===== config.mk =====
export PLATFORM = sky130hd
export DESIGN_NAME = divn_sm
export DESIGN_NICKNAME = d
export VERILOG_FILES = /design/src/rtl/divn_sm.sv
export SDC_FILE = /design/constraint.sdc
export NUM_CORES = 1
export LEC_CHECK = 0
export ABC_AREA = 1
export CAP_MARGIN = 10
export CORE_MARGIN = 2
export CORE_UTILIZATION = 50
export CTS_CLUSTER_SIZE = 14
export DETAILED_ROUTE_END_ITERATION = 10
export HOLD_SLACK_MARGIN = 0.08
export PLACE_DENSITY = 0.75
export SYNTH_ARGS = -nofsm -noshare
export SYNTH_HDL_FRONTEND = slang
export SYNTH_SLANG_ARGS = --single-unit

===== constraint.sdc =====
create_clock -name clk -period 5.75 [get_ports clk]
set_input_delay 1.15 -clock clk [delete_from_list [all_inputs] [get_ports clk]]
set_output_delay 1.15 -clock clk [all_outputs]
set_load 0.05 [all_outputs]

===== src/rtl/divn_sm.sv =====
`timescale 1ns/1ps
// divn_sm: modulo-N phase counter with a programmable divisor. It decodes a pulse output
//   (or a square output when DIVN_SQUARE_EN is defined) and a terminal-count strobe.
// Latency: count, div_cur and err update one edge after the enabling/loading cycle;
//   y and tc are decoded combinationally from state (tc also uses enable).
// Backpressure: none. enable gates every state change except load capture and err.
// Ports: clk, reset_n (async, active-low), enable, load, div_in[WIDTH], mode (ignored
//   unless DIVN_SQUARE_EN is defined) -> y, tc, count[WIDTH], div_cur[WIDTH], err.
// Divisor loads are parked in a shadow register and applied only at a wrap edge,
// so a period is never cut short or stretched mid-way.
module divn_sm #(
    parameter int WIDTH       = 8,
    parameter int DIV_DEFAULT = 3
) (
    input  logic             clk,
    input  logic             reset_n,
    input  logic             enable,
    input  logic             load,
    input  logic [WIDTH-1:0] div_in,
    input  logic             mode,
    output logic             y,
    output logic             tc,
    output logic [WIDTH-1:0] count,
    output logic [WIDTH-1:0] div_cur,
    output logic             err
);

    localparam logic [WIDTH-1:0] DIV_RST = WIDTH'(DIV_DEFAULT);

    logic [WIDTH-1:0] cnt;
    logic [WIDTH-1:0] cnt_nxt;
    logic [WIDTH-1:0] div_cur_nxt;
    logic [WIDTH-1:0] div_pend;
    logic [WIDTH-1:0] div_pend_nxt;
    logic             pend;
    logic             pend_nxt;
    logic             err_nxt;
    logic             at_last;
    logic             wrap;
    logic             load_ok;

    // div_cur is never 0, so div_cur-1 cannot underflow.
    assign at_last = (cnt == div_cur - WIDTH'(1));
    assign wrap    = enable & at_last;
    assign load_ok = load & (div_in != '0);

    always_comb begin
        cnt_nxt      = cnt;
        div_cur_nxt  = div_cur;
        div_pend_nxt = div_pend;
        pend_nxt     = pend;
        err_nxt      = err;

        if (load && (div_in == '0)) begin
            err_nxt = 1'b1;
        end

        if (enable) begin
            cnt_nxt = at_last ? '0 : cnt + WIDTH'(1);
        end

        if (wrap) begin
            // A load arriving on the wrap edge bypasses the shadow register and
            // is newer than anything already pending.
            pend_nxt = 1'b0;
            if (load_ok) begin
                div_cur_nxt = div_in;
            end else if (pend) begin
                div_cur_nxt = div_pend;
            end
        end else if (load_ok) begin
            div_pend_nxt = div_in;
            pend_nxt     = 1'b1;
        end
    end

    always_ff @(posedge clk or negedge reset_n) begin
        if (!reset_n) begin
            cnt      <= '0;
            div_cur  <= DIV_RST;
            div_pend <= DIV_RST;
            pend     <= 1'b0;
            err      <= 1'b0;
        end else begin
            cnt      <= cnt_nxt;
            div_cur  <= div_cur_nxt;
            div_pend <= div_pend_nxt;
            pend     <= pend_nxt;
            err      <= err_nxt;
        end
    end

    assign count = cnt;
    assign tc    = wrap;

`ifdef DIVN_SQUARE_EN
    // One extra bit so that ceil(N/2) stays correct for N = 2^WIDTH-1.
    logic [WIDTH:0] sq_half;
    assign sq_half = ({1'b0, div_cur} + (WIDTH+1)'(1)) >> 1;
    assign y       = mode ? ({1'b0, cnt} < sq_half) : (cnt == '0);
`else
    logic unused_mode;
    assign unused_mode = mode;
    assign y           = (cnt == '0);
`endif

endmodule


Word level (Yosys, flattened, before mapping)
Cells that the tools add are included.

storage, ports and cells
  register bits = 26
  input bits = 13
  output and inout port bits = 19

operators by class
  multiplexer cells = 5
  add/sub/neg operators = 2
  equal/unequal tests = 1
  reduce and logical (&&, ||, !) cells = 8
  bitwise operators = 3

operator list
  operator                                          number
  two-way mux 8 bit                                 3
  logical NOT 8 bit                                 2
  adder 8 x 1 -> 8 bit, second input constant       1
  equality test 8 bit                               1
  nonzero test 8 bit                                1
  subtractor 8 x 1 -> 8 bit, second input constant  1
  AND reduction 2 bit                               2
  nonzero test 2 bit                                2
  AND 1 bit                                         2
  two-way mux 1 bit                                 2
  logical AND 1 bit                                 1
  inverter 1 bit                                    1

Depth between registers and ports, before layout
  depth after elaboration = 5
  gate-level depth with buffers = 13
  mapped depth without buffers = 13

Worst setup path after synthesis
Ideal clock, no wire load.

  path type = register to output
  start point = register cnt[0] (netlist: count[0])
  end point = output y
  slack = 2.166 ns
  cell stages (with the launch flop) = 5
  required time = 4.600 ns
  arrival = 2.434 ns
  buffers on the path = 0
  cells stage by stage = dfrtp_1 > inv_1 > ha_1 > nand3_1 > nor4_1

on the way
  word-level cells in the longest chain between the ends = 1

RTL lines
  what                      RTL line  RTL
  start: declaration        30        logic [WIDTH-1:0] cnt;
  start signal: assignment  85        cnt <= cnt_nxt;
  logical NOT 8 bit         104       assign y = (cnt == '0);
  end: declaration          21        output logic y,

Every way passes these cells.

Final worst setup path
  start point = input enable
  end point = output tc

on the way
  word-level cells in the longest chain between the ends = 1

RTL lines
  what                RTL line  RTL
  start: declaration  17        input logic enable,
  AND 1 bit           44        assign wrap = enable & at_last;
  end: declaration    22        output logic tc,

Every way passes these cells.

==> out/results.ini <==
[status]
outcome=finished clean

[timing]
period_share_pct=77.4
relSlewSlack_pct=57.2
hold_viol_final=0
tns_ps=0
holdWs_ps=472
drv_slew=0
fin_skew_ps=8.13
grt_setup_unrepaired=false
setup_viol=0
fmaxAchievable_mhz=225
worst_pin_slew_ps=639
min_period_ps=4450

[setup_path]
start_kind=input port
r2r_cells=11
critPathCaptureType=output port
cp_max_fo=17
cp.arrival_ps=3300
required_ps=4600
worstSetupPathType=input port to output port

[route]
ant_nets=0
via_count=1584
wire_per_inst_um=10.9
first_pass_iters=4
wirelength_um=3490
drc=0
drtIter0Drc=62
vias_per_cell=4.95

[power_and_ir_drop]
cellLeakagePower_uw=0.00113
ir_drop_v=0.000165
powerDensity_mw_per_mm2=542

[cts]
cts_hold_buf=0
cts_max_level=1
root_buffer=clkbuf_4
post_cts_buffers=0
cts.path.max_buffers=2
clkTransAtPathRegs_ps=130
post_cts_resized=0
cts_num_sinks=26
cts_tree=done
clk_latency_ps=330
cts_buffers=3

[placed_design]
place_hpwl_um=2680
portBuffers=30
gp_congestion=0.804

[grt]
antenna_found_initial=0
grtUsageTotal_pct=20.1
grt_pass1_vias=1488
grt_overflow=0
grt_max_degree=27
grt_pass1_wl_um=6400

[layout]
diodes=0
nFillCells=326
fin_nets=291
syn2layout_area_growth_pct=22.7
drive_gt1_share_pct=10.2

[hold_path]
holdPathStages=2
hp-class=register to register

[synth]
synth_edf_count=0
synth_warnings=0
netlist_area_mm2=0.00170
synth.distinct_cells=28
synth_flop_cell=dfrtp_1
ys_seq_area_share_pct=38.6
synthCells=244
synthArstFlopShare_pct=100
synth_nets=260
ys_seq_elements=26
syn_avg_cell_area_um2=6.97

[floorplanning]
io_pins=32
die_h_um=62.3
die-area_mm2=0.00388
rows=21
start_util_pct=51.4
fp.coreArea_mm2=0.00331
die_w_um=62.3

[job]
maxCapViolations=0

-- logic make-up after synthesis --
| logic type | synth area share (%) |
|---|---|
| fa+ha+maj | 2.21 |
| xor+xnor | 1.03 |
| buf+inv | 9.64 |
| compound gates | 3.09 |
| flops | 38.6 |
| simple gates | 45.5 |
-- final cells by class --
class                      instances  area (um^2)  share of cell area, %
clock buffer                       3         22.5                   1.08
timing repair buffer              31          308                   14.8
clock inverter                     1         30.0                   1.44
sequential                        26          656                   31.4
inverter                          35          131                   6.30
multi-input combinational        178          881                   42.2
tap                               46         57.6                   2.76
-- layer usage --
metal / share of wire (%) / vias to the layer above / wire length [um] / track usage [%]
met5: 0 / - / 0 / 0
met4: 1.7 / 0 / 58 / 8.06
met3: 2.9 / 5 / 102 / 1.09
met2: 50 / 29 / 1740 / 35.5
met1: 46 / 726 / 1590 / 26.0
li1: - / 824 / - / -
-- synthesized netlist by cell type (2+ instances only) --
| master | instances | area share [%] |
|---|---|---|
| nor3_1 | 3 | 0.88 |
| ha_1 | 3 | 2.2 |
| nand2_2 | 3 | 1.1 |
| xor2_1 | 2 | 1.0 |
| nand2_1 | 103 | 23 |
| nor2_2 | 2 | 0.74 |
| nand3_1 | 22 | 6.5 |
| inv_1 | 33 | 7.3 |
| nand3_2 | 4 | 2.4 |
| nor2_1 | 8 | 1.8 |
| dfstp_2 | 4 | 6.2 |
| nor2_4 | 2 | 1.3 |
| inv_2 | 2 | 0.44 |
| nand4_1 | 9 | 3.3 |
| o21ai_0 | 9 | 2.6 |
| dfrtp_1 | 22 | 32 |
| buf_2 | 2 | 0.59 |
-- power by group --
group | switching [uW] | total, uW | internal [uW]
clock network | 56.4 | 127 | 70.6
registers | 69.4 | 307 | 237
logic | 462 | 697 | 235
-- sequential cells by signal, summed over array words and instances (netlist names) --
name and flops:
div_pend 8, div_cur 8, err 1, count 8
pend 1
-- cell usage in the layout, fill, tap and decap left out --
master	n
or2_2	1
xor2_1	2
nor3_1	3
nand4_2	1
dfrtp_1	22
nand3_2	4
nand4_1	9
nand3b_2	1
nor2_4	2
bufinv_16	1
nor2_2	2
o21ai_0	9
clkbuf_4	3
nand2_2	3
inv_1	33
o21bai_1	1
nor4_1	1
ha_1	3
dfstp_2	4
nor3_4	1
nand3_4	1
buf_4	1
clkdlybuf4s50_1	30
nand2_1	103
nor2_1	8
nand2_4	1
inv_2	2
nand3_1	22
-- path summary, 6_finish.rpt --
kind	from	to	slack (ps)
max in group asynchronous	reset_n	div_pend[1]$_DFFE_PN1P_	4290
min	div_pend[1]$_DFFE_PN1P_	div_pend[1]$_DFFE_PN1P_	470
min in group asynchronous	reset_n	err$_DFFE_PN0P_	1150
max	enable	tc	1300
min reg2reg	div_pend[1]$_DFFE_PN1P_	div_pend[1]$_DFFE_PN1P_	470
max reg2reg	div_cur[0]$_DFFE_PN1P_	div_pend[2]$_DFFE_PN0P_	3580
-- critical path: stages --
cell	delay [ps]
clkdlybuf4s50_1	880
nand3_4	350
inv_1	120
clkdlybuf4s50_1	800
-- metrics by stage --
step	utilization [%]	setup WS, ps	cell area, um^2	power (uW)	cells
6_report	63.0	1300	2090	1130	320
5_1_grt	63.0	1200	2090	1230	320
4_1_cts	63.0	1310	2090	1140	320
3_5_place_dp	61.4	1310	2030	1010	316
3_3_place_gp	61.4	1320	2030	995	316
2_1_floorplan	-	2170	1700	830	244
No activity file was read; power rests on OpenSTA's default activity.
